<file path="src/rtl/bcd_seg7_scan.sv">
// ============================================================================
//  Module   : bcd_seg7_scan
//  Purpose  : Six-digit multiplexed 7-segment driver for BCD digits with
//             leading-zero blanking, per-digit DP, dead-time and frame-aligned
//             display updates.
//  Revision : 1.0 - initial release
// ============================================================================
`default_nettype none

module bcd_seg7_scan #(
    parameter int CLK_DIV  = 50000,
    parameter int DEAD_CYC = 2,
    parameter int LZ_BLANK = 1,
    parameter int ACT_LOW  = 1
) (
    input  logic       clk,
    input  logic       rst,
    input  logic       load,
    input  logic [3:0] d5,
    input  logic [3:0] d4,
    input  logic [3:0] d3,
    input  logic [3:0] d2,
    input  logic [3:0] d1,
    input  logic [3:0] d0,
    input  logic [5:0] dp_sel,
    input  logic       blank,
    output logic [6:0] seg,
    output logic       dp,
    output logic [5:0] an,
    output logic       frame
);

    localparam int             CW        = (CLK_DIV > 1) ? $clog2(CLK_DIV) : 1;
    localparam logic [CW-1:0]  CNT_MAX   = CW'(CLK_DIV - 1);
    localparam logic [CW-1:0]  DEAD      = CW'(DEAD_CYC);
    localparam logic           POL       = (ACT_LOW != 0);
    localparam logic           LZ_EN     = (LZ_BLANK != 0);

    function automatic logic [6:0] f_decode(input logic [3:0] v);
        case (v)
            4'd0:    f_decode = 7'h3F;
            4'd1:    f_decode = 7'h06;
            4'd2:    f_decode = 7'h5B;
            4'd3:    f_decode = 7'h4F;
            4'd4:    f_decode = 7'h66;
            4'd5:    f_decode = 7'h6D;
            4'd6:    f_decode = 7'h7D;
            4'd7:    f_decode = 7'h07;
            4'd8:    f_decode = 7'h7F;
            4'd9:    f_decode = 7'h6F;
            default: f_decode = 7'h40;
        endcase
    endfunction

    logic [CW-1:0] cnt_q,     cnt_d;
    logic [2:0]    idx_q,     idx_d;
    logic [23:0]   pend_q,    pend_d;
    logic [5:0]    pend_dp_q, pend_dp_d;
    logic          pend_v_q,  pend_v_d;
    logic [23:0]   disp_q,    disp_d;
    logic [5:0]    disp_dp_q, disp_dp_d;
    logic [5:0]    an_q,      an_d;
    logic [6:0]    seg_q,     seg_d;
    logic          dp_q,      dp_d;
    logic          frame_q,   frame_d;

    logic [23:0]   din;
    logic          cnt_last;
    logic          at_bound;
    logic [5:0]    lz;
    logic [3:0]    sel_dig;
    logic          sel_lz;
    logic          sel_dp;

    assign din      = {d5, d4, d3, d2, d1, d0};
    assign cnt_last = (cnt_q == CNT_MAX);
    assign at_bound = cnt_last && (idx_q == 3'd5);

    // Digit k is blank when it and every more-significant digit are zero.
    assign lz[0] = 1'b0;
    generate
        for (genvar k = 1; k < 6; k++) begin : g_lz
            assign lz[k] = LZ_EN && (disp_q[23:4*k] == '0);
        end
    endgenerate

    always_comb begin
        sel_dig = 4'd0;
        sel_lz  = 1'b0;
        sel_dp  = 1'b0;
        case (idx_q)
            3'd0:    begin sel_dig = disp_q[3:0];   sel_lz = lz[0]; sel_dp = disp_dp_q[0]; end
            3'd1:    begin sel_dig = disp_q[7:4];   sel_lz = lz[1]; sel_dp = disp_dp_q[1]; end
            3'd2:    begin sel_dig = disp_q[11:8];  sel_lz = lz[2]; sel_dp = disp_dp_q[2]; end
            3'd3:    begin sel_dig = disp_q[15:12]; sel_lz = lz[3]; sel_dp = disp_dp_q[3]; end
            3'd4:    begin sel_dig = disp_q[19:16]; sel_lz = lz[4]; sel_dp = disp_dp_q[4]; end
            3'd5:    begin sel_dig = disp_q[23:20]; sel_lz = lz[5]; sel_dp = disp_dp_q[5]; end
            default: begin sel_dig = 4'd0;          sel_lz = 1'b1;  sel_dp = 1'b0;         end
        endcase
    end

    always_comb begin
        cnt_d     = cnt_q + 1'b1;
        idx_d     = idx_q;
        pend_d    = pend_q;
        pend_dp_d = pend_dp_q;
        pend_v_d  = pend_v_q;
        disp_d    = disp_q;
        disp_dp_d = disp_dp_q;

        if (cnt_last) begin
            cnt_d = '0;
            idx_d = (idx_q == 3'd5) ? 3'd0 : idx_q + 3'd1;
        end

        // A load on the boundary bypasses the pending buffer so the newest data wins.
        if (load) begin
            if (at_bound) begin
                disp_d    = din;
                disp_dp_d = dp_sel;
                pend_v_d  = 1'b0;
            end else begin
                pend_d    = din;
                pend_dp_d = dp_sel;
                pend_v_d  = 1'b1;
            end
        end else if (at_bound && pend_v_q) begin
            disp_d    = pend_q;
            disp_dp_d = pend_dp_q;
            pend_v_d  = 1'b0;
        end

        an_d    = (!blank && (cnt_q >= DEAD)) ? (6'b000001 << idx_q) : 6'b000000;
        seg_d   = sel_lz ? 7'h00 : f_decode(sel_dig);
        dp_d    = sel_dp && !sel_lz;
        frame_d = at_bound;
    end

    always_ff @(posedge clk) begin
        if (rst) begin
            cnt_q     <= '0;
            idx_q     <= 3'd0;
            pend_q    <= '0;
            pend_dp_q <= '0;
            pend_v_q  <= 1'b0;
            disp_q    <= '0;
            disp_dp_q <= '0;
            an_q      <= {6{POL}};
            seg_q     <= {7{POL}};
            dp_q      <= POL;
            frame_q   <= 1'b0;
        end else begin
            cnt_q     <= cnt_d;
            idx_q     <= idx_d;
            pend_q    <= pend_d;
            pend_dp_q <= pend_dp_d;
            pend_v_q  <= pend_v_d;
            disp_q    <= disp_d;
            disp_dp_q <= disp_dp_d;
            an_q      <= an_d  ^ {6{POL}};
            seg_q     <= seg_d ^ {7{POL}};
            dp_q      <= dp_d  ^ POL;
            frame_q   <= frame_d;
        end
    end

    assign seg   = seg_q;
    assign dp    = dp_q;
    assign an    = an_q;
    assign frame = frame_q;

endmodule

`default_nettype wire
</file>
<file path="config.mk">
export PLATFORM = sky130hd
export DESIGN_NAME = bcd_seg7_scan
export DESIGN_NICKNAME = d
export VERILOG_FILES = /design/src/rtl/bcd_seg7_scan.sv
export SDC_FILE = /design/constraint.sdc
export NUM_CORES = 1
export LEC_CHECK = 0
export CAP_MARGIN = 5
export CORE_MARGIN = 5
export CORE_UTILIZATION = 60
export CTS_BUF_LIST = sky130_fd_sc_hd__clkbuf_4 sky130_fd_sc_hd__clkbuf_8 sky130_fd_sc_hd__clkbuf_16
export CTS_CLUSTER_DIAMETER = 150
export CTS_CLUSTER_SIZE = 16
export DETAILED_ROUTE_END_ITERATION = 7
export GPL_TIMING_DRIVEN = 0
export HOLD_SLACK_MARGIN = 0.06
export PLACE_DENSITY = 0.82
export SLEW_MARGIN = 20
export SYNTH_ARGS = -nofsm -noshare
export SYNTH_HDL_FRONTEND = slang
export SYNTH_SLANG_ARGS = --single-unit
export TNS_END_PERCENT = 100
</file>
<file path="constraint.sdc">
create_clock -name clk -period 5.89 [get_ports clk]
set_clock_uncertainty 0.1 [all_clocks]
set_input_delay 1.4725 -clock clk [delete_from_list [all_inputs] [get_ports clk]]
set_output_delay 1.4725 -clock clk [all_outputs]
set_load 0.1 [all_outputs]
</file>
==> summary.txt, run 1 <==
Critical path
  • R2R cell count: 8
  • Reg2reg end: seg[3]
  • Arr. time, crit path: 1830 ps
  • Startpoint types: register
  • CP max-delay cell: clkdlybuf4s50_1
  • Reg2Reg Setup Slack: 2670 ps
  • Bufs and invs on worst path: 1
  • Crit-path cells: clkdlybuf4s50_1
  • Req. time, crit path: 4320 ps
  • CP peak stage delay: 1130 ps
  • Crit-path max FO: 1
  • Critical path class: reg -> out
  • Crit path max-delay family: buffers and inverters
  • Reg2reg start: idx_q[2]
  • Crit. End Element: primary output

Placement
  • Pre-CTS setup slack: 2340 ps
  • Port bufs: 47
  • Routability cong.: 0.954
  • Post-DP HPWL: 7060 um

Global routing
  • Total grt overflow: 0
  • Gr usage total: 0.224
  • Vias in the first global route: 3360
  • Largest net degree at the start of global routing: 15
  • Antenna violations before repair: 0
  • First-pass GRT wire length: 15900 um

Logic synthesis
  • EDFF count, synth: 0
  • Post-synth top area cell: dfxtp_1
  • Post-synthesis async set-or-reset flop share: 0
  • Cell count after synthesis: 450
  • Compound-Gate Fraction of Synth Area: 0.136
  • Post-Synth Simple-Gate Area: 0.169
  • Post-synthesis cell type count: 50
  • XOR/XNOR Fraction of Synth Area: 0.0300
  • Adder-cell share of the synthesized area: 0.0257
  • Post-Syn Nets: 493
  • Synth area leaders: dfxtp_1 43%, mux2i_1 16%, a211oi_2 8.6%, nor2_1 7.8%, ha_1 2.6%
  • Sequential share of the synthesized area: 0.434
  • Combinational family with the most area after synthesis: simple AND/OR/NAND/NOR gates
  • Mapped Avg Cell Area: 9.75 um^2
  • Post-synthesis mux area share: 0.165
  • Synth top area share: 0.434
  • Synthesis-stage register bit count: 95
  • Synthesized area: 0.00439 mm^2
  • Ys Warns: 0
  • Main synth FF type: dfxtp_1

Route
  • Vias per cell: 5.57
  • First-pass DRT Iterations: 5
  • Routed WL: 9530 um
  • DRC: 0
  • DR vias: 3402
  • Avg WL per Cell: 15.6 um
  • Detailed Route Iter0 Violations: 150
  • Antenna-violating nets left: 0

Floorplan
  • Initial Util: 0.611
  • Chip width: 95.5 um
  • Placement row count: 31
  • I/O Pins: 49
  • Core area: 0.00718 mm^2
  • Die height: 95.5 um
  • Die area: 0.00912 mm^2

Clock network
  • Clock slew at reported path FFs: 80 ps
  • Cts-stage hold buffer count: 0
  • CTS Buffer Depth: 2
  • CTS tree: built
  • H-tree depth: 3
  • Resized cells post-CTS: 0
  • Worst-Skew Late Latency: 350 ps
  • Total CTS buffers: 9
  • Clock sinks: 95
  • Post-CTS setup buffer count: 0
  • Root buffer cell: clkbuf_8

Timing
  • RSZ-0062 raised after global routing: false
  • Setup slack after layout: 2490 ps
  • Hold Vio Cnt, Final: 0
  • Final Max Tran Viols: 0
  • Final setup viols: 0
  • Worst rel slew slack: 0.345
  • Setup TNS: 0 ps
  • Max Freq: 294 MHz
  • Worst-margin pin slew: 979 ps
  • Tmin final: 3400 ps
  • Crit share post-route: 0.577

Final layout
  • Syn-to-layout area delta: 18.9%
  • Nets: 551
  • Fraction of layout instances using a drive strength above 1: 0.119
  • Diodes inserted: 0

Min path
  • Hold path start: cnt_q[0]
  • HP Class: reg -> reg
  • Worst Hold Depth: 1
  • Hold EP: cnt_q[0]

Run status
  • Outcome: finished clean

Power and ir drop
  • Pwr per Cell Area: 247 mW/mm^2
  • Leak Pwr: 1.99 nW
  • Max VDD drop: 0.243 mV

Job
  • # Max-Cap Violations: 0
[logic make-up after synthesis]
| logic type | Yosys count |
|---|---|
| xor gates and xnor gates | 15 |
| adders and majority gates | 9 |
| buffers and inverters | 37 |
| muxes | 71 |
| AOI/OAI and AO/OA | 63 |
| and+or+nand+nor | 160 |
| DFF | 95 |
[report_power, final]
group | switching [mW] | internal [mW]
Sequential | 0.00915 | 0.659
Combinational | 0.0704 | 0.0518
Clock | 0.211 | 0.289
Total | 0.290 | 0.999
[per-layer routing]
layer	wire length, um	track usage
met4	92	0.0746
met3	391	0.0355
met1	4270	0.283
met2	4780	0.387
met5	0	0
[synthesized netlist by cell type (3+ instances only)]
library cell and count:
a211oi_2 30, a21oi_1 5, and2_1 3, buf_2 4, buf_4 3, buf_6 3, clkbuf_1 16, dfxtp_1 95
ha_1 9, inv_1 9, mux2i_1 69, nand2_1 15, nand2b_1 3, nand3_1 13, nand4_1 3, nor2_1 91
nor2b_1 4, nor3_1 7, nor4_1 7, o21ai_0 7, o22ai_1 3, or3_1 3, xnor2_1 9, xor2_1 6
[metrics by stage]
stage	total power, mW	instances	hold slack [ps]	area [um^2]	utilization
after floorplan	0.760	450	341	4390	-
after global placement	0.802	596	358	4980	0.694
after detailed placement	0.805	596	370	4980	0.694
after CTS	1.30	611	392	5210	0.727
after global routing	1.34	611	417	5210	0.727
final	1.29	611	389	5210	0.727
[layout by cell type, fill, tap and decap left out, types with 4 or more instances in the layout]
cell type / Yosys / routed
nor2b_1: 4 / 4
nand3_1: 13 / 13
ha_1: 9 / 9
o21ai_0: 7 / 7
nor4_1: 7 / 7
buf_2: 4 / 4
xnor2_1: 9 / 9
nor2_1: 91 / 91
inv_1: 9 / 9
nand2_1: 15 / 15
clkbuf_8: 0 / 9
xor2_1: 6 / 6
clkdlybuf4s50_1: 0 / 47
a21oi_1: 5 / 5
mux2i_1: 69 / 69
dfxtp_1: 95 / 95
a211oi_2: 30 / 30
clkbuf_1: 16 / 16
nor3_1: 7 / 7
[layout make-up]
class                      count  area, um^2
sequential                    95        1900
tap                           99         124
buffer                        28         144
clock inverter                 4        95.1
fill                         559        1960
inverter                       9        33.8
timing repair buffer          47         470
multi-input combinational    318        2310
clock buffer                  11         139
[sequential cells by signal, summed over array words and instances (netlist names)]
register and cells:
disp_q 24, pend_dp_q 6, an 6, pend_q 24
frame 1, dp 1, idx_q 3, disp_dp_q 6
seg 7, pend_v_q 1, cnt_q 16
[worst max-delay path by stage]
stage / startpoint / to / depth (start not counted)
floorplan: load / disp_dp_q[4] / 4
global placement: rst / pend_dp_q[5] / 4
detailed placement: rst / pend_dp_q[5] / 4
CTS: an[0] / an[0] / 1
global route: idx_q[2] / seg[5] / 8
finish: an[0] / an[0] / 1
Note: power is estimated with default switching activity, not from simulation.
==> inputs of run 2 (changes only) <==
--- a/config.mk
+++ b/config.mk
@@ -7,14 +7,14 @@
 export LEC_CHECK = 0
 export CAP_MARGIN = 5
 export CORE_MARGIN = 5
-export CORE_UTILIZATION = 60
+export CORE_UTILIZATION = 56
 export CTS_BUF_LIST = sky130_fd_sc_hd__clkbuf_4 sky130_fd_sc_hd__clkbuf_8 sky130_fd_sc_hd__clkbuf_16
 export CTS_CLUSTER_DIAMETER = 150
 export CTS_CLUSTER_SIZE = 16
 export DETAILED_ROUTE_END_ITERATION = 7
 export GPL_TIMING_DRIVEN = 0
 export HOLD_SLACK_MARGIN = 0.06
-export PLACE_DENSITY = 0.82
+export PLACE_DENSITY = 0.77
 export SLEW_MARGIN = 20
 export SYNTH_ARGS = -nofsm -noshare
 export SYNTH_HDL_FRONTEND = slang
==> constraint.sdc (replaced) <==
create_clock -name clk -period 3.5 [get_ports clk]
set_clock_uncertainty 0.1 [all_clocks]
set_input_delay 0.875 -clock clk [delete_from_list [all_inputs] [get_ports clk]]
set_output_delay 0.875 -clock clk [all_outputs]
set_load 0.1 [all_outputs]
==> run 2 against run 1 <==
Compared with the run above: critical path depth rose by 10; clock power grew 28%; largest power group unchanged; final area fell by 1.1%; non-clock buffer count unchanged; clock-buffer cell count is 1 lower; sequential share of layout area rose by 0.41 points; hold slack improved by 0.76 ps.
==> summary.txt, run 2 (same netlist as run 1, synthesis figures left out) <==
Timing
  • RSZ-0062 raised after global routing: false
  • Worst rel slew slack: 0.337
  • Final Max Tran Viols: 0
  • Hold Vio Cnt, Final: 0
  • Final setup viols: 0
  • Max Freq: 325 MHz
  • Setup TNS: 0 ps
  • Worst-margin pin slew: 992 ps
  • Smallest hold slack: 390 ps
  • Tmin final: 3070 ps
  • Crit share post-route: 0.878

Route
  • First-pass DRT Iterations: 4
  • DR vias: 3349
  • Detailed Route Iter0 Violations: 104
  • DRC: 0
  • Routed WL: 9290 um
  • Antenna-violating nets left: 0
  • Vias per cell: 5.45
  • Avg WL per Cell: 15.1 um

Power and ir drop
  • Leak Pwr: 1.95 nW
  • Max VDD drop: 0.305 mV
  • Pwr per Cell Area: 382 mW/mm^2
  • Total power: 1.97 mW

Placement
  • Post-DP HPWL: 7030 um
  • Routability cong.: 0.917
  • Placed Area: 0.00498 mm^2
  • Port bufs: 47

Final layout
  • Commonest cells after routing, fill and taps aside: 95 x dfxtp_1, 91 x nor2_1, 69 x mux2i_1
  • Most common cell after layout, fill and taps aside: dfxtp_1
  • Nets: 551
  • Fraction of layout instances using a drive strength above 1: 0.119
  • Diodes inserted: 0
  • Final instance area: 0.00516 mm^2
  • Syn-to-layout area delta: 17.6%
  • Util after Layout: 0.671
  • Regs by FF count: disp_q x24, pend_q x24, cnt_q x16

Global routing
  • Antenna violations before repair: 0
  • Vias in the first global route: 3429
  • First-pass GRT wire length: 16200 um
  • Gr usage total: 0.203
  • Largest net degree at the start of global routing: 16
  • Total grt overflow: 0

Clock network
  • Root buffer cell: clkbuf_8
  • Total CTS buffers: 9
  • H-tree depth: 3
  • CTS tree: built
  • Post-CTS setup buffer count: 0
  • Resized cells post-CTS: 0
  • Clock slew at reported path FFs: 90 ps
  • Clock sinks: 95
  • Cts-stage hold buffer count: 0
  • CTS Buffer Depth: 2
  • Worst-Skew Late Latency: 360 ps

Critical path
  • Crit. End Element: register
  • Req. time, crit path: 3680 ps
  • Crit-path max FO: 10
  • Arr. time, crit path: 3250 ps
  • Startpoint types: register
  • Critical path class: reg -> reg

Job
  • # Max-Cap Violations: 0

Min path
  • HP Class: reg -> reg

Floorplan
  • Placement row count: 32
  • I/O Pins: 49
  • Core area: 0.00769 mm^2
  • Die area: 0.00970 mm^2
  • Chip width: 98.5 um
  • Initial Util: 0.570
  • Die height: 98.5 um

Run status
  • Outcome: finished clean
-- run 2: cell count changes in the layout (fill, tap and decap cells not counted), sizes merged --
cell,before,now
clkbuf,27,26
bufinv,3,0
clkinv,1,4
clkinvlp,0,1
-- run 2: metal layers --
layer,track usage,vias up,part of all wire
met5,0,-,0
met4,0.0557,0,0.013
met3,0.0559,14,0.044
met2,0.339,66,0.50
met1,0.258,1568,0.45
li1,-,1701,-
-- run 2: area by class of cell --
class                   count  area [um^2]
flip-flops and latches     95         1900
fillers                   676         2530
clock buffers              10          138
multi-input cells         318         2310
repair buffers             47          470
plain buffers              28          144
inverters                   9         33.8
well taps                 102          128
clock inverters             5         35.0
-- run 2: stage by stage --
step | setup WS, ps | instances
after floorplan | 999 | 450
after global placement | 479 | 599
after detailed placement | 460 | 599
after CTS | 439 | 614
after global routing | 140 | 614
final | 427 | 614
-- run 2: power by group --
part | total, mW | switching (mW) | internal [mW]
Combinational | 0.205 | 0.118 | 0.0871
Clock | 0.638 | 0.365 | 0.273
Sequential | 1.12 | 0.0152 | 1.11
-- run 2: worst max-delay path, stage by stage, from the launching register on --
cell      delay, ps
dfxtp_1         320
clkbuf_1        350
inv_1           230
ha_1            250
clkbuf_1        220
a32o_1          270
o31ai_1         550
inv_1           180
ha_1            220
inv_1            60
o21ai_0         100
o211ai_1        140
-- run 2: final timing paths --
kind,start,to,slack (ps),cells after the start
setup / recovery,idx_q[2],seg[4],430,11
hold / removal,cnt_q[0],cnt_q[0],390,1
setup reg to reg,idx_q[2],seg[4],430,11
hold reg to reg,cnt_q[0],cnt_q[0],390,1
==> inputs of run 3 (changes only) <==
--- a/config.mk
+++ b/config.mk
@@ -7,14 +7,15 @@
 export LEC_CHECK = 0
 export CAP_MARGIN = 5
 export CORE_MARGIN = 5
-export CORE_UTILIZATION = 56
+export CORE_UTILIZATION = 55
 export CTS_BUF_LIST = sky130_fd_sc_hd__clkbuf_4 sky130_fd_sc_hd__clkbuf_8 sky130_fd_sc_hd__clkbuf_16
 export CTS_CLUSTER_DIAMETER = 150
 export CTS_CLUSTER_SIZE = 16
 export DETAILED_ROUTE_END_ITERATION = 7
 export GPL_TIMING_DRIVEN = 0
 export HOLD_SLACK_MARGIN = 0.06
-export PLACE_DENSITY = 0.77
+export PLACE_DENSITY = 0.76
+export SKIP_LAST_GASP = 1
 export SLEW_MARGIN = 20
 export SYNTH_ARGS = -nofsm -noshare
 export SYNTH_HDL_FRONTEND = slang
==> constraint.sdc (replaced) <==
create_clock -name clk -period 3.5 [get_ports clk]
set_clock_uncertainty 0.1 [all_clocks]
set_input_delay 0.875 -clock clk [delete_from_list [all_inputs] [get_ports clk]]
set_output_delay 0.875 -clock clk [all_outputs]
set_load 0.05 [all_outputs]
==> run 3 against run 2 <==
Compared with the run above: global-route usage is 0.31 points lower; utilization is 0.10 points lower; first-iteration DRC count is 50% higher; clock-buffer cell count stayed put; die area is 1.6% higher; highest routed layer unchanged.
==> summary.txt, run 3 (same netlist as run 1, synthesis figures left out) <==
Route
  • Antenna-violating nets left: 0
  • First-pass DRT Iterations: 6
  • Detailed Route Iter0 Violations: 156
  • Avg WL per Cell: 15.9 um
  • DRC: 0
  • Routed WL: 9730 um
  • DR vias: 3445
  • Vias per cell: 5.61

Timing
  • Worst-margin pin slew: 975 ps
  • Final setup viols: 0
  • Hold Vio Cnt, Final: 0
  • Crit share post-route: 0.899
  • Max Freq: 318 MHz
  • Setup TNS: 0 ps
  • RSZ-0062 raised after global routing: false
  • Setup slack after layout: 354 ps
  • Tmin final: 3150 ps
  • Worst rel slew slack: 0.346
  • Final Max Tran Viols: 0

Critical path
  • Crit-path cells: clkbuf_1 > inv_1 > ha_1 > clkbuf_1 > a32o_1 > o31ai_1 > inv_1 > ha_1 > mux2i_1 > o21ai_0
  • R2R cell count: 10
  • CP startpoint: idx_q[2]
  • Req. time, crit path: 3620 ps
  • Crit. End Element: register
  • Startpoint types: register
  • Crit path to: seg[6]
  • CP max-delay cell: o31ai_1
  • Crit-path max FO: 10
  • Critical path class: reg -> reg
  • Reg2Reg Setup Slack: 350 ps
  • Bufs and invs on worst path: 4
  • Crit path max-delay family: buffers and inverters
  • Reg2reg start: idx_q[2]
  • WP depth: 10
  • CP peak stage delay: 540 ps
  • Reg2reg end: seg[6]
  • Arr. time, crit path: 3270 ps

Power and ir drop
  • Pwr per Cell Area: 390 mW/mm^2
  • Leak Pwr: 1.96 nW
  • Total power: 2.02 mW
  • Combinational Power Share: 0.093
  • Internal power: 1.53 mW
  • Clk pwr share: 0.350
  • NetSw: 0.488 mW
  • Max VDD drop: 0.316 mV
  • Switch share: 0.242
  • Reg power frac: 0.557

Clock network
  • Total CTS buffers: 9
  • Clock sinks: 95
  • Worst-Skew Late Latency: 360 ps
  • Post-CTS setup buffer count: 0
  • Root buffer cell: clkbuf_8
  • H-tree depth: 3
  • CTS tree: built
  • CTS Buffer Depth: 2
  • Clock slew at reported path FFs: 80 ps
  • Cts-stage hold buffer count: 0
  • Resized cells post-CTS: 0

Placement
  • Port bufs: 47
  • Post-DP HPWL: 7270 um
  • Pre-CTS setup slack: 447 ps
  • Routability cong.: 0.960

Global routing
  • Total grt overflow: 0
  • Vias in the first global route: 3355
  • First-pass GRT wire length: 16100 um
  • Antenna violations before repair: 0
  • Gr usage total: 0.200
  • Largest net degree at the start of global routing: 16

Floorplan
  • Initial Util: 0.568
  • Chip width: 99.3 um
  • Die height: 99.3 um
  • Die area: 0.00986 mm^2
  • I/O Pins: 49
  • Core area: 0.00773 mm^2
  • Placement row count: 32

Final layout
  • Commonest cells after routing, fill and taps aside: 95 x dfxtp_1, 91 x nor2_1, 69 x mux2i_1
  • Fraction of layout instances using a drive strength above 1: 0.119
  • Syn-to-layout area delta: 18.0%
  • Most common cell after layout, fill and taps aside: dfxtp_1
  • Nets: 551
  • Regs by FF count: disp_q x24, pend_q x24, cnt_q x16
  • Diodes inserted: 0

Job
  • # Max-Cap Violations: 0

Min path
  • HP Class: reg -> reg

Run status
  • Outcome: finished clean
-- run 3: layer usage --
layer,up-vias,track usage,share of wire
met3,14,0.0456,0.048
li1,1701,-,-
met1,1638,0.261,0.46
met4,0,0.0431,0.012
met2,92,0.337,0.48
met5,-,0,0
-- run 3: layout make-up --
class                      count  area, um^2
clock buffer                  10         131
buffer                        28         144
timing repair buffer          47         470
multi-input combinational    318        2310
sequential                    95        1900
inverter                       9        33.8
tap                          102         128
fill                         643        2550
clock inverter                 5        60.1
-- run 3: per-stage QoR --
| step | cells | hold slack (ps) | instance area [um^2] | utilization |
|---|---|---|---|---|
| 5_1_grt | 614 | 427 | 5170 | 0.670 |
| 6_report | 614 | 399 | 5170 | 0.670 |
| 3_3_place_gp | 599 | 359 | 4980 | 0.645 |
| 4_1_cts | 614 | 408 | 5170 | 0.670 |
| 3_5_place_dp | 599 | 385 | 4980 | 0.645 |
| 2_1_floorplan | 450 | 341 | 4390 | - |
-- run 3: worst min path at each step --
stage	from	cells past startpoint	slack [ps]	to
floorplan	cnt_q[0]	1	340	cnt_q[0]
global placement	cnt_q[0]	1	360	cnt_q[0]
detailed placement	pend_q[6]	2	390	pend_q[6]
CTS	pend_q[6]	2	410	pend_q[6]
global route	pend_q[19]	2	430	pend_q[19]
finish	pend_dp_q[4]	2	400	pend_dp_q[4]
-- run 3: worst register-to-register path, delay by kind of cell, from the launching register on --
| family | cells | cell delay [ps] |
|---|---|---|
| DFF | 1 | 310 |
| adders and majority gates | 2 | 480 |
| buffers and inverters | 4 | 1070 |
| muxes | 1 | 130 |
| AOI/OAI and AO/OA | 3 | 940 |
-- run 3: power by group through the flow --
| stage | Combinational, mW | Sequential (mW) | Clock (mW) |
|---|---|---|---|
| 2_1_floorplan | 0.0991 | 1.16 | 0 |
| 3_3_place_gp | 0.185 | 1.15 | 0 |
| 3_5_place_dp | 0.189 | 1.15 | 0 |
| 4_1_cts | 0.190 | 1.12 | 0.722 |
| 5_1_grt | 0.204 | 1.13 | 0.770 |
| 6_report | 0.188 | 1.12 | 0.707 |
==> RTL edit 1, RTL diff (config.mk and constraints of run 3) <==
Add an input register stage for `d3`, without a reset; this delays it by one clock. The other inputs are not delayed to match.
--- a/src/rtl/bcd_seg7_scan.sv
+++ b/src/rtl/bcd_seg7_scan.sv
@@ -36,6 +36,12 @@
     localparam logic           POL       = (ACT_LOW != 0);
     localparam logic           LZ_EN     = (LZ_BLANK != 0);
 
+    logic [3:0] d3_q;
+
+    always_ff @(posedge clk) begin
+        d3_q <= d3;
+    end
+
     function automatic logic [6:0] f_decode(input logic [3:0] v);
         case (v)
             4'd0:    f_decode = 7'h3F;
@@ -72,7 +78,7 @@
     logic          sel_lz;
     logic          sel_dp;
 
-    assign din      = {d5, d4, d3, d2, d1, d0};
+    assign din      = {d5, d4, d3_q, d2, d1, d0};
     assign cnt_last = (cnt_q == CNT_MAX);
     assign at_bound = cnt_last && (idx_q == 3'd5);
 
Behaviour: same outputs for any inputs over 10 cycles, from zero or initial values and one cycle with rst high; that may be too few to reach the edited logic, so the function may still have changed.
==> RTL edit 1 against run 3 <==
  * Area after synthesis up 0.20%
  * Core utilization about the same
  * Synthesized cell count rose by 2.2%
  * Wire length is 4.1% lower
  * Cell area grew 0.53%
  * Sequential power grew 4%
  * Sequential cell count increased by 4
  * Worst hold slack got worse by 0.0060 ns
  * Worst setup slack gained 0.20 ns
  * Cell count increased by 1.5%
  * Power rose by 6.7%
  * Critical path type unchanged
  * Largest cell class unchanged
==> RTL edit 1: results (changes against run 3) <==
- Final-layout fill cell count: 636 (was 643)
- Hold crit path type: register to register (unchanged)
- Port bufs: 46 (was 47)
- CTS resizes: 0 (unchanged)
- Worst vdd ir: 0.257 mV (was 0.316 mV)
- Pin count of the biggest net entering global routing: 18 (was 16)
- DR vias: 3428 (was 3445)
- Post-synth top cells: dfxtp_1, nor2_1, mux2i_1 (unchanged)
- Detailed placement HPWL: 7.21 mm (was 7.27 mm)
- Status: finished clean (unchanged)
- CTS Buffer Depth: 2 (unchanged)
- CP Max Fanout: 10 (unchanged)
- Root cell of the clock tree: clkbuf_8 (unchanged)
- Area of placed instances: 4980 µm² (about the same)
- Post-synth cell types: 55 (was 50)
- Setup Buffers After CTS: 0 (unchanged)
- Largest registers: disp_q: 24 flops, pend_q: 24 flops, cnt_q: 16 flops (unchanged)
- DRT Pass-1 Iters: 6 (unchanged)
- Placer congestion estimate: 0.901 (was 0.960)
- Top delay family on crit path: compound AO/OA/AOI/OAI gates (was buffers and inverters)
- Share of layout cells above drive strength 1: 0.0825 (was 0.119)
- DRT iter0 DRCs: 177 (was 156)
- Crit-path max cell delay: 0.50 ns (was 0.54 ns)
- Asr flop ratio synth: 0 (unchanged)
- TritonCTS buffer count: 9 (unchanged)
- CTS clk-pin slew, worst paths: 0.10 ns (was 0.08 ns)
- First-pass GRT wire length: 15.9 mm (was 16.1 mm)
- Leakage: 2.02 nW (was 1.96 nW)
- Top cells by area, synth: dfxtp_1, mux2i_1, nor2_1, a211oi_1, ha_1 (was dfxtp_1, mux2i_1, a211oi_2, nor2_1, ha_1)
- Clk Latency, worst-skew pair: 0.36 ns (about the same)
- Initial antenna violation count: 0 (unchanged)
- Tightest Pin Transition: 0.720 ns (was 0.975 ns)
- # diodes: 0 (unchanged)
- Routed WL: 9.33 mm (was 9.73 mm)
- Register area share after synthesis: 0.451 (was 0.434)
- All-layer global routing usage: 0.196 (was 0.200)
- Total number of yosys warnings: 0 (unchanged)
- Leading register cell type out of synthesis: dfxtp_1 (unchanged)
- Slowest cell on the critical path: a222oi_1 (was o31ai_1)
- H-tree levels: 3 (unchanged)
- Nets@finish: 561 (was 551)
- Vias in the first global route: 3514 (was 3355)
- Syn_nets: 504 (was 493)
-- RTL edit 1: cell count changes in the layout (fill, tap and decap cells not counted), sizes merged, moves of 3 or more --
cell / change
clkinv: -3
mux2i: -8
o21ai: -6
nand4: +3
mux2: +5
nand3b: +4
dfxtp: +4
-- RTL edit 1: cell families (layout without fill, tap and decap cells) --
group	Yosys count	count (layout)	synth area share
buffers and inverters	37	98	0.0379
AND/OR/NAND/NOR	173	173	0.191
XOR/XNOR	15	15	0.0299
AO/OA/AOI/OAI	59	59	0.108
flip-flops	99	99	0.451
multiplexers	67	67	0.154
adder cells (fa/ha/maj)	10	10	0.0285
-- RTL edit 1: area by class of cell --
class,instances,area share
Multi-Input combinational cell,324,0.432
Sequential cell,99,0.381
Timing Repair Buffer,46,0.0885
Buffer,31,0.0277
Tap cell,102,0.0245
Clock buffer,9,0.0238
Clock inverter,6,0.0185
Inverter,6,0.00433
-- RTL edit 1: report_power, final --
group / switching (mW) / total [mW] / internal, mW / leakage (nW)
sequential: 0.0161 / 1.17 / 1.16 / 0.809
clock: 0.394 / 0.803 / 0.409 / 0.108
combinational: 0.0927 / 0.180 / 0.0875 / 1.11
total: 0.503 / 2.16 / 1.65 / 2.02
-- RTL edit 1: metal layers --
layer,part of all wire,GRT usage
met3,0.041,0.0470
met1,0.46,0.246
met2,0.48,0.326
met5,0,0
met4,0.018,0.0756
-- RTL edit 1: final timing paths --
path	from	to	slack [ns]	cells after the start
hold / removal	cnt_q[0]	cnt_q[0]	0.39	1
hold reg to reg	cnt_q[0]	cnt_q[0]	0.39	1
setup / recovery	idx_q[1]	seg[4]	0.56	11
setup reg to reg	idx_q[1]	seg[4]	0.56	11
-- RTL edit 1: through the flow --
stage	power (mW)	setup WS, ns	util	hold WS, ns	instances
6_report	2.16	0.556	0.670	0.393	623
5_1_grt	2.25	0.396	0.670	0.431	623
4_1_cts	2.18	0.595	0.670	0.393	623
3_5_place_dp	1.38	0.612	0.641	0.371	608
3_3_place_gp	1.37	0.693	0.641	0.362	608
2_1_floorplan	1.31	1.08	-	0.341	460
==> RTL edit 2, RTL diff (flow settings as in run 3) <==
Made on the original files. Set the parameter `CLK_DIV` to 200000 (it was 50000).
--- a/src/rtl/bcd_seg7_scan.sv
+++ b/src/rtl/bcd_seg7_scan.sv
@@ -8,7 +8,7 @@
 `default_nettype none
 
 module bcd_seg7_scan #(
-    parameter int CLK_DIV  = 50000,
+    parameter int CLK_DIV  = 200000,
     parameter int DEAD_CYC = 2,
     parameter int LZ_BLANK = 1,
     parameter int ACT_LOW  = 1
Formal check against the unedited RTL: no difference found for any inputs over 10 cycles, from zero or initial values and one cycle with rst high; that may be too few to reach the edited logic, so the function may still have changed.
==> RTL edit 2 against run 3 <==
  * Power is 2.4% higher
  * Worst setup slack worse by 0.031 ns
  * Area after synthesis is 2.5% higher
  * Core utilization is 1.6 points lower
  * Cell area is 2.3% higher
  * Sequential cell count is 2 higher
  * Wire length is 2.7% lower
  * Via count is 1.7% lower
==> RTL edit 2: results (changes against run 3) <==
- Crit-path max cell delay: 0.63 ns (was 0.54 ns)
- WL met1: 4.27 mm (was 4.51 mm)
- Detailed placement HPWL: 7.17 mm (was 7.27 mm)
- Slowest cell on the critical path: o21ai_0 (was o31ai_1)
- Post-synth top cells: dfxtp_1, nor2_1, mux2i_1 (unchanged)
- Worst vdd ir: 0.272 mV (was 0.316 mV)
- R2R setup slack: 0.32 ns (was 0.35 ns)
- Hold WS: 0.378 ns (was 0.399 ns)
- DR vias: 3386 (was 3445)
- Metal2 WL: 4.55 mm (was 4.64 mm)
- Placed cells: 618 (was 599)
- Pin count of the biggest net entering global routing: 15 (was 16)
- Cell depth of the worst min-delay path: 1 (was 2)
- All-layer global routing usage: 0.198 (was 0.200)
- Share of layout cells above drive strength 1: 0.127 (was 0.119)
- Worst R2R Start: idx_q[1] (was idx_q[2])
- Nets@finish: 567 (was 551)
- Worst Hold End: cnt_q[0] (was pend_dp_q[4])
- Post-synth cell types: 47 (was 50)
- Worst R2R Path Depth: 11 (was 10)
- Area of placed instances: 5090 µm² (was 4980 µm²)
- WL met3: 429 µm (was 463 µm)
- Syn_nets: 509 (was 493)
- Avg Inst Size Synth: 9.64 µm² (was 9.75 µm²)
- Top cells by area, synth: dfxtp_1, mux2i_1, nor2_1, mux2_2, ha_1 (was dfxtp_1, mux2i_1, a211oi_2, nor2_1, ha_1)
- Status: finished clean (unchanged)
- Placer congestion estimate: 0.923 (was 0.960)
==> RTL edit 2: changes by cell type after synthesis, moves of 3 or more <==
cell / delta
nand2_1: +8
nor2_1: +3
mux2_2: +30
clkbuf_1: -4
a211oi_2: -30
and2_1: +4
and3_1: +5
nand3_1: -3
==> RTL edit 2: area by class of cell <==
cell class	count	area (µm²)
flip-flops and latches	97	1940
clock buffers	12	159
well taps	105	131
clock inverters	3	40.0
inverters	7	26.3
multi-input cells	334	2360
plain buffers	28	160
repair buffers	47	470
fillers	686	2800
==> RTL edit 2: critical path: cells and delay by family (launching register included) <==
kind	cells	cell delay (ns)
multiplexers	1	0.14
buffers and inverters	4	0.80
flip-flops	1	0.30
adder cells (fa/ha/maj)	2	0.42
AND/OR/NAND/NOR	1	0.18
AO/OA/AOI/OAI	3	1.12
==> RTL edit 2: routing by layer <==
layer,global-route usage,vias to the layer above
met5,0,-
met4,0.0756,0
met3,0.0431,14
met2,0.328,76
met1,0.253,1573
li1,-,1723
==> RTL edit 2: where the power goes <==
group / total, mW / switching, mW / internal [mW] / leakage, nW
sequential: 1.14 / 0.0135 / 1.13 / 0.791
combinational: 0.193 / 0.0920 / 0.101 / 1.18
clock: 0.730 / 0.358 / 0.372 / 0.106
==> RTL edit 2: kinds of logic after synthesis <==
kind of cell	after synthesis	share of synthesized area
simple gates	175	0.179
mux	102	0.236
compound gates	31	0.0535
buf+inv	35	0.0415
fa+ha+maj	9	0.0251
flops	97	0.432
xor+xnor	17	0.0331
==> RTL edit 2: worst max path at each step <==
stage	startpoint	cells past startpoint	slack, ns	to
6_report	idx_q[1]	11	0.32	seg[6]
2_1_floorplan	idx_q[1]	11	0.94	seg[6]
3_3_place_gp	idx_q[1]	11	0.48	seg[6]
3_5_place_dp	idx_q[1]	11	0.40	seg[6]
5_1_grt	idx_q[1]	11	0.19	seg[6]
4_1_cts	idx_q[1]	11	0.38	seg[6]
